<file path="config.mk">
export PLATFORM = sky130hd
export DESIGN_NAME = vram_arbiter
export DESIGN_NICKNAME = d
export VERILOG_FILES = /design/src/rtl/vram_arbiter.sv
export SDC_FILE = /design/constraint.sdc
export NUM_CORES = 1
export LEC_CHECK = 0
export ABC_CLOCK_PERIOD_IN_PS = 1700
export CORE_ASPECT_RATIO = 2
export CORE_MARGIN = 5
export CORE_UTILIZATION = 39
export CTS_CLUSTER_SIZE = 40
export DETAILED_ROUTE_END_ITERATION = 12
export GPL_ROUTABILITY_DRIVEN = 0
export PLACE_DENSITY = 0.85
export SLEW_MARGIN = 20
export SYNTH_ARGS = -nofsm -noshare
export SYNTH_HDL_FRONTEND = slang
export SYNTH_SLANG_ARGS = --single-unit
</file>
<file path="constraint.sdc">
create_clock -name clock_25 -period 1.7 [get_ports clock_25]
set_input_delay 0.425 -clock clock_25 [delete_from_list [all_inputs] [get_ports clock_25]]
set_output_delay 0.425 -clock clock_25 [all_outputs]
set_load 0.03 [all_outputs]
</file>
<file path="src/rtl/vram_arbiter.sv">
// Video RAM arbiter: the display fetch port always wins and has a fixed 2-cycle latency.
// The CPU port uses a req/ack handshake with optional write protection of the font region.
module vram_arbiter #(
    parameter int          AW        = 13,
    parameter logic [12:0] FONT_BASE = 13'h1000,
    parameter int          MAX_WAIT  = 64
) (
    input  logic          clock_25,
    input  logic          reset,
    input  logic          disp_req,
    input  logic [AW-1:0] disp_addr,
    output logic [7:0]    disp_data,
    output logic          disp_valid,
    input  logic          cpu_req,
    input  logic          cpu_we,
    input  logic [AW-1:0] cpu_addr,
    input  logic [7:0]    cpu_wdata,
    output logic [7:0]    cpu_rdata,
    output logic          cpu_ack,
    input  logic          font_wp,
    output logic          cpu_starve,
    output logic [AW-1:0] mem_addr,
    output logic          mem_we,
    output logic [7:0]    mem_wdata,
    input  logic [7:0]    mem_rdata
);

    localparam int CW = $clog2(MAX_WAIT + 1);

    typedef enum logic [1:0] {
        SRC_DISP   = 2'd0,
        SRC_CPU_RD = 2'd1,
        SRC_CPU_WR = 2'd2
    } src_t;

    logic          t1_valid_reg, t2_valid_reg;
    src_t          t1_src_reg, t2_src_reg;
    logic          cpu_busy_reg;
    logic [CW-1:0] wait_cnt_reg;

    logic          cpu_grant;
    logic          wp_hit;
    logic          t1_valid_next;
    src_t          t1_src_next;
    logic          cpu_ack_next;
    logic          cpu_busy_next;
    logic [CW-1:0] wait_cnt_next;

    always_comb begin
        cpu_grant     = 1'b0;
        wp_hit        = 1'b0;
        t1_valid_next = 1'b0;
        t1_src_next   = SRC_DISP;
        cpu_ack_next  = 1'b0;
        cpu_busy_next = cpu_busy_reg;
        wait_cnt_next = wait_cnt_reg;

        // The ack cycle is never a grant cycle, so back-to-back CPU requests see one idle cycle.
        cpu_grant = !disp_req && cpu_req && !cpu_busy_reg && !cpu_ack;
        wp_hit    = font_wp && (cpu_addr >= AW'(FONT_BASE));

        if (disp_req) begin
            t1_valid_next = 1'b1;
            t1_src_next   = SRC_DISP;
        end else if (cpu_grant) begin
            t1_valid_next = 1'b1;
            t1_src_next   = cpu_we ? SRC_CPU_WR : SRC_CPU_RD;
        end

        // Writes complete one stage earlier than reads: no data to return.
        cpu_ack_next = (t1_valid_reg && (t1_src_reg == SRC_CPU_WR)) ||
                       (t2_valid_reg && (t2_src_reg == SRC_CPU_RD));

        if (cpu_grant) begin
            cpu_busy_next = 1'b1;
        end else if (cpu_ack_next) begin
            cpu_busy_next = 1'b0;
        end

        if (cpu_grant) begin
            wait_cnt_next = '0;
        end else if (cpu_req && !cpu_busy_reg && !cpu_ack && (wait_cnt_reg != CW'(MAX_WAIT))) begin
            wait_cnt_next = wait_cnt_reg + 1'b1;
        end
    end

    always_ff @(posedge clock_25 or posedge reset) begin
        if (reset) begin
            t1_valid_reg <= 1'b0;
            t2_valid_reg <= 1'b0;
            t1_src_reg   <= SRC_DISP;
            t2_src_reg   <= SRC_DISP;
            cpu_busy_reg <= 1'b0;
            wait_cnt_reg <= '0;
            cpu_starve   <= 1'b0;
            cpu_ack      <= 1'b0;
            cpu_rdata    <= '0;
            disp_valid   <= 1'b0;
            disp_data    <= '0;
            mem_addr     <= '0;
            mem_we       <= 1'b0;
            mem_wdata    <= '0;
        end else begin
            t1_valid_reg <= t1_valid_next;
            t1_src_reg   <= t1_src_next;
            t2_valid_reg <= t1_valid_reg;
            t2_src_reg   <= t1_src_reg;
            cpu_busy_reg <= cpu_busy_next;
            wait_cnt_reg <= wait_cnt_next;
            cpu_starve   <= (wait_cnt_next == CW'(MAX_WAIT));
            cpu_ack      <= cpu_ack_next;

            if (t2_valid_reg && (t2_src_reg == SRC_CPU_RD)) begin
                cpu_rdata <= mem_rdata;
            end

            disp_valid <= t2_valid_reg && (t2_src_reg == SRC_DISP);
            if (t2_valid_reg && (t2_src_reg == SRC_DISP)) begin
                disp_data <= mem_rdata;
            end

            if (disp_req) begin
                mem_addr <= disp_addr;
            end else if (cpu_grant) begin
                mem_addr <= cpu_addr;
            end

            // A protected write still occupies its slot; only the strobe is suppressed.
            mem_we <= cpu_grant && cpu_we && !wp_hit;
            if (cpu_grant && cpu_we) begin
                mem_wdata <= cpu_wdata;
            end
        end
    end

endmodule

</file>
==> run_results.csv <==
group,metric,value,unit
worst_setup_path,cp-start-kind,"register",
placed_design,dpl.hpwl,4.61,mm
synth,synth_seq_cells,55,
final_layout,utilization,62.7,%
synth,yosysSeqAreaShare,59.8,%
detailed_routing,drc,0,
power,vdd_drop_max,1.08,mV
sta,setup_viol,1,
detailed_routing,drt_iter0_markers,71,
worst_setup_path,crit_start,"cpu_busy_reg$_DFFE_PP0P_",
worst_setup_path,timing.rr.end,"cpu_starve$_DFF_PP0_",
worst_setup_path,cp_cell_sequence,"or3b_4 > or3_4 > o311ai_4 > o311ai_2 > nor4_2",
synth,synth_area_leader_cell,"dfrtp_1",
final_layout,final_cell_mix,"dfrtp_1 (53), clkdlybuf4s50_1 (46), nand2_1 (45)",
final_layout,areaGrowthSynthToFinish,56.7,%
grt,antenna_found_initial,0,
clock_tree,cts_sinks,55,
sta,final.setup.tns,-0.0624,ns
worst_setup_path,reg2regPathDepth,5,
power,finalPower,5.34,mW
synth,yosysUniqueCellTypes,34,
clock_tree,cts_root_buffer,"clkbuf_16",
worst_setup_path,crit_slowest_cell,"or3b_4",
sta,skew,0.00657,ns
detailed_routing,num_vias,1888,
synth,netlist_top_cells_area,"dfrtp_1 (60%), mux2_2 (8.3%), nand2_1 (7.3%), mux2i_1 (5.6%), o21ai_0 (3.5%)",
floorplan,dieArea,0.00764,mm^2
power,sw_frac_of_total,37.4,%
final_layout,regMostFlops,"mem_addr",
power,p_clk_share,21.8,%
power,power_frac_seq,36.6,%
detailed_routing,wl_per_cell,16.1,um
sta,slew_headroom,70.7,%
worst_setup_path,path_class,"reg -> reg",
clock_tree,clock_latency,0.29,ns
final_layout,fill_cells,462,
worst_setup_path,path_max_fanout,2,
detailed_routing,via_per_inst,5.10,
worst_setup_path,cp.required,1.90,ns
power,p_comb_share,41.6,%
detailed_routing,final_antenna_net_count,0,
clock_tree,clockBufferDepth,2,
synth,syn_area,0.00230,mm^2
synth,yosys_warnings,0,
power,leakagePower,1.70,nW
clock_tree,cts_buffers,5,
grt,grt_usage,16.7,%
worst_setup_path,end_kind,"register",
final_layout,instances_no_fill,370,
placed_design,dpl_worst_slack,-0.597,ns
worst_setup_path,cp_top_family,"simple AND/OR/NAND/NOR gates",
final_layout,diodes,0,
floorplan,initial_core_util,40.0,%
sta,fin_crit,1.76,ns
placed_design,place_area,0.00340,mm^2
worst_setup_path,cp.depth,5,
placed_design,portBuffers,88,
power,powerDensity,1480,mW/mm^2
grt,grt_max_degree,56,
synth,avgSynthCellArea,11.7,um^2
synth,synth_top_cell_area_share,59.8,%
sta,fmax,567,MHz
floorplan,die_h,119,um
sta,maxSlewViolCount,0,
grt,gr-total-overflow,0,
final_layout,largest_register_ffs,13,
final_layout,num-nets-final,358,
sta,worst_slack,-0.0624,ns
final_layout,drive_above_1_share,21.0,%
clock_tree,cts_tree,"built",
sta,fin_crit_sh,104,%
floorplan,die_x,64.3,um
synth,synth_nets,247,
grt,grt_pass1_wl,9.76,mm
worst_setup_path,cp-endpoint,"cpu_starve$_DFF_PP0_",
worst_setup_path,r2r-start,"cpu_busy_reg$_DFFE_PP0P_",
final_layout,final_area,0.00361,mm^2
placed_design,place_inst,359,
run_status,status,"finished with violations",
hold_path,hp-class,"reg -> reg",
floorplan,io_pins,89,
final_layout,final_common_cell,"dfrtp_1",
clock_tree,cts_max_level,2,
flow_run,drv_cap,0,
worst_setup_path,cpPeakStageDelay,0.40,ns
floorplan,core-area,0.00576,mm^2
power,power.switching,2.00,mW
worst_setup_path,cp.arrival,1.96,ns
sta,rsz0062_at_grt,"true",
clock_tree,clkTransAtPathRegs,0.07,ns
sta,whs,0.372,ns
detailed_routing,drt-total-wl,5.97,mm
worst_setup_path,r2r_setup_slack,-0.06,ns
floorplan,std_cell_rows,39,
grt,grt_pass1_vias,1985,
power,p_int,3.34,mW
synth,postSynthCellCount,197,
sta,worst_pin_slew,0.438,ns
run_status,violations,"negative setup slack",
sta,finalHoldViolations,0,
worst_setup_path,path_buf_inv,0,
detailed_routing,drt_first_pass_iters,4,
[routing by layer]
metal / GRT usage [%] / routed length (um) / vias to the layer above
met3: 3.04 / 209 / 8
li1: - / - / 912
met4: 7.81 / 140 / 0
met1: 17.3 / 2100 / 914
met2: 31.2 / 3520 / 54
met5: 0 / 0 / -
[power by group through the flow]
stage,combinational (mW),sequential (mW),clock (mW)
4_1_cts,2.21,1.94,1.19
3_3_place_gp,2.31,1.95,0
3_5_place_dp,2.36,1.97,0
2_1_floorplan,0.706,2.53,0
5_1_grt,2.38,2.01,1.25
6_report,2.22,1.95,1.16
[logic make-up (layout without fill, tap and decap cells)]
group | Yosys count | in the layout | synth area share [%]
buf+inv | 14 | 126 | 2.44
mux | 30 | 30 | 14.0
fa+ha+maj | 2 | 2 | 1.09
flops | 55 | 55 | 59.8
compound gates | 33 | 33 | 9.94
simple gates | 63 | 63 | 12.8
[synth_stat cells]
cell type / instances
buf_2: 3
mux2_2: 17
nand3b_1: 1
nand3_1: 3
a22o_1: 2
or3_4: 1
clkinv_1: 1
nor3_1: 2
a221o_1: 1
or3b_1: 1
nand4bb_1: 1
a21oi_1: 2
o21ai_0: 16
nor3b_1: 1
and3_1: 2
o311ai_1: 1
clkbuf_1: 5
nor2_1: 3
nand2_1: 45
o311ai_4: 1
a22oi_1: 1
a2bb2oi_1: 1
o22ai_1: 2
o31ai_1: 3
o211ai_1: 1
a32oi_1: 1
mux2i_1: 13
dfrtp_1: 55
nor4_2: 1
inv_1: 5
nor3b_2: 1
nand2b_1: 1
ha_1: 2
o41ai_1: 1
[layout make-up]
| cell class | count | area (um^2) | share of cell area [%] |
|---|---|---|---|
| Inverter | 6 | 30.0 | 0.832 |
| Sequential cell | 55 | 1380 | 38.2 |
| Timing Repair inverter | 1 | 5.00 | 0.139 |
| Clock buffer | 6 | 129 | 3.57 |
| Timing Repair Buffer | 111 | 1020 | 28.3 |
| Tap cell | 61 | 76.3 | 2.11 |
| Multi-Input combinational cell | 128 | 931 | 25.8 |
| Clock inverter | 2 | 38.8 | 1.07 |
[worst min path at each step]
| stage | startpoint | end | slack [ns] | depth (start not counted) |
|---|---|---|---|---|
| 2_1_floorplan | t1_src_reg[0]$_DFF_PP0_ | t2_src_reg[0]$_DFF_PP0_ | 0.35 | 0 |
| 5_1_grt | t1_src_reg[0]$_DFF_PP0_ | t2_src_reg[0]$_DFF_PP0_ | 0.39 | 0 |
| 3_5_place_dp | t1_valid_reg$_DFF_PP0_ | t2_valid_reg$_DFF_PP0_ | 0.36 | 0 |
| 4_1_cts | t1_valid_reg$_DFF_PP0_ | t2_valid_reg$_DFF_PP0_ | 0.37 | 0 |
| 6_report | t1_valid_reg$_DFF_PP0_ | t2_valid_reg$_DFF_PP0_ | 0.37 | 0 |
| 3_3_place_gp | t1_src_reg[0]$_DFF_PP0_ | t2_src_reg[0]$_DFF_PP0_ | 0.36 | 0 |
[timing repair]
action	4_1_cts	5_1_grt
hold buffers	0	0
pin swaps	4	7
gates cloned	0	1
resized for setup	48	10
hold endpoints to repair	0	0
endpoints found under the setup margin	46	15
setup buffers	2	2
(Power assumes the default switching activity.)
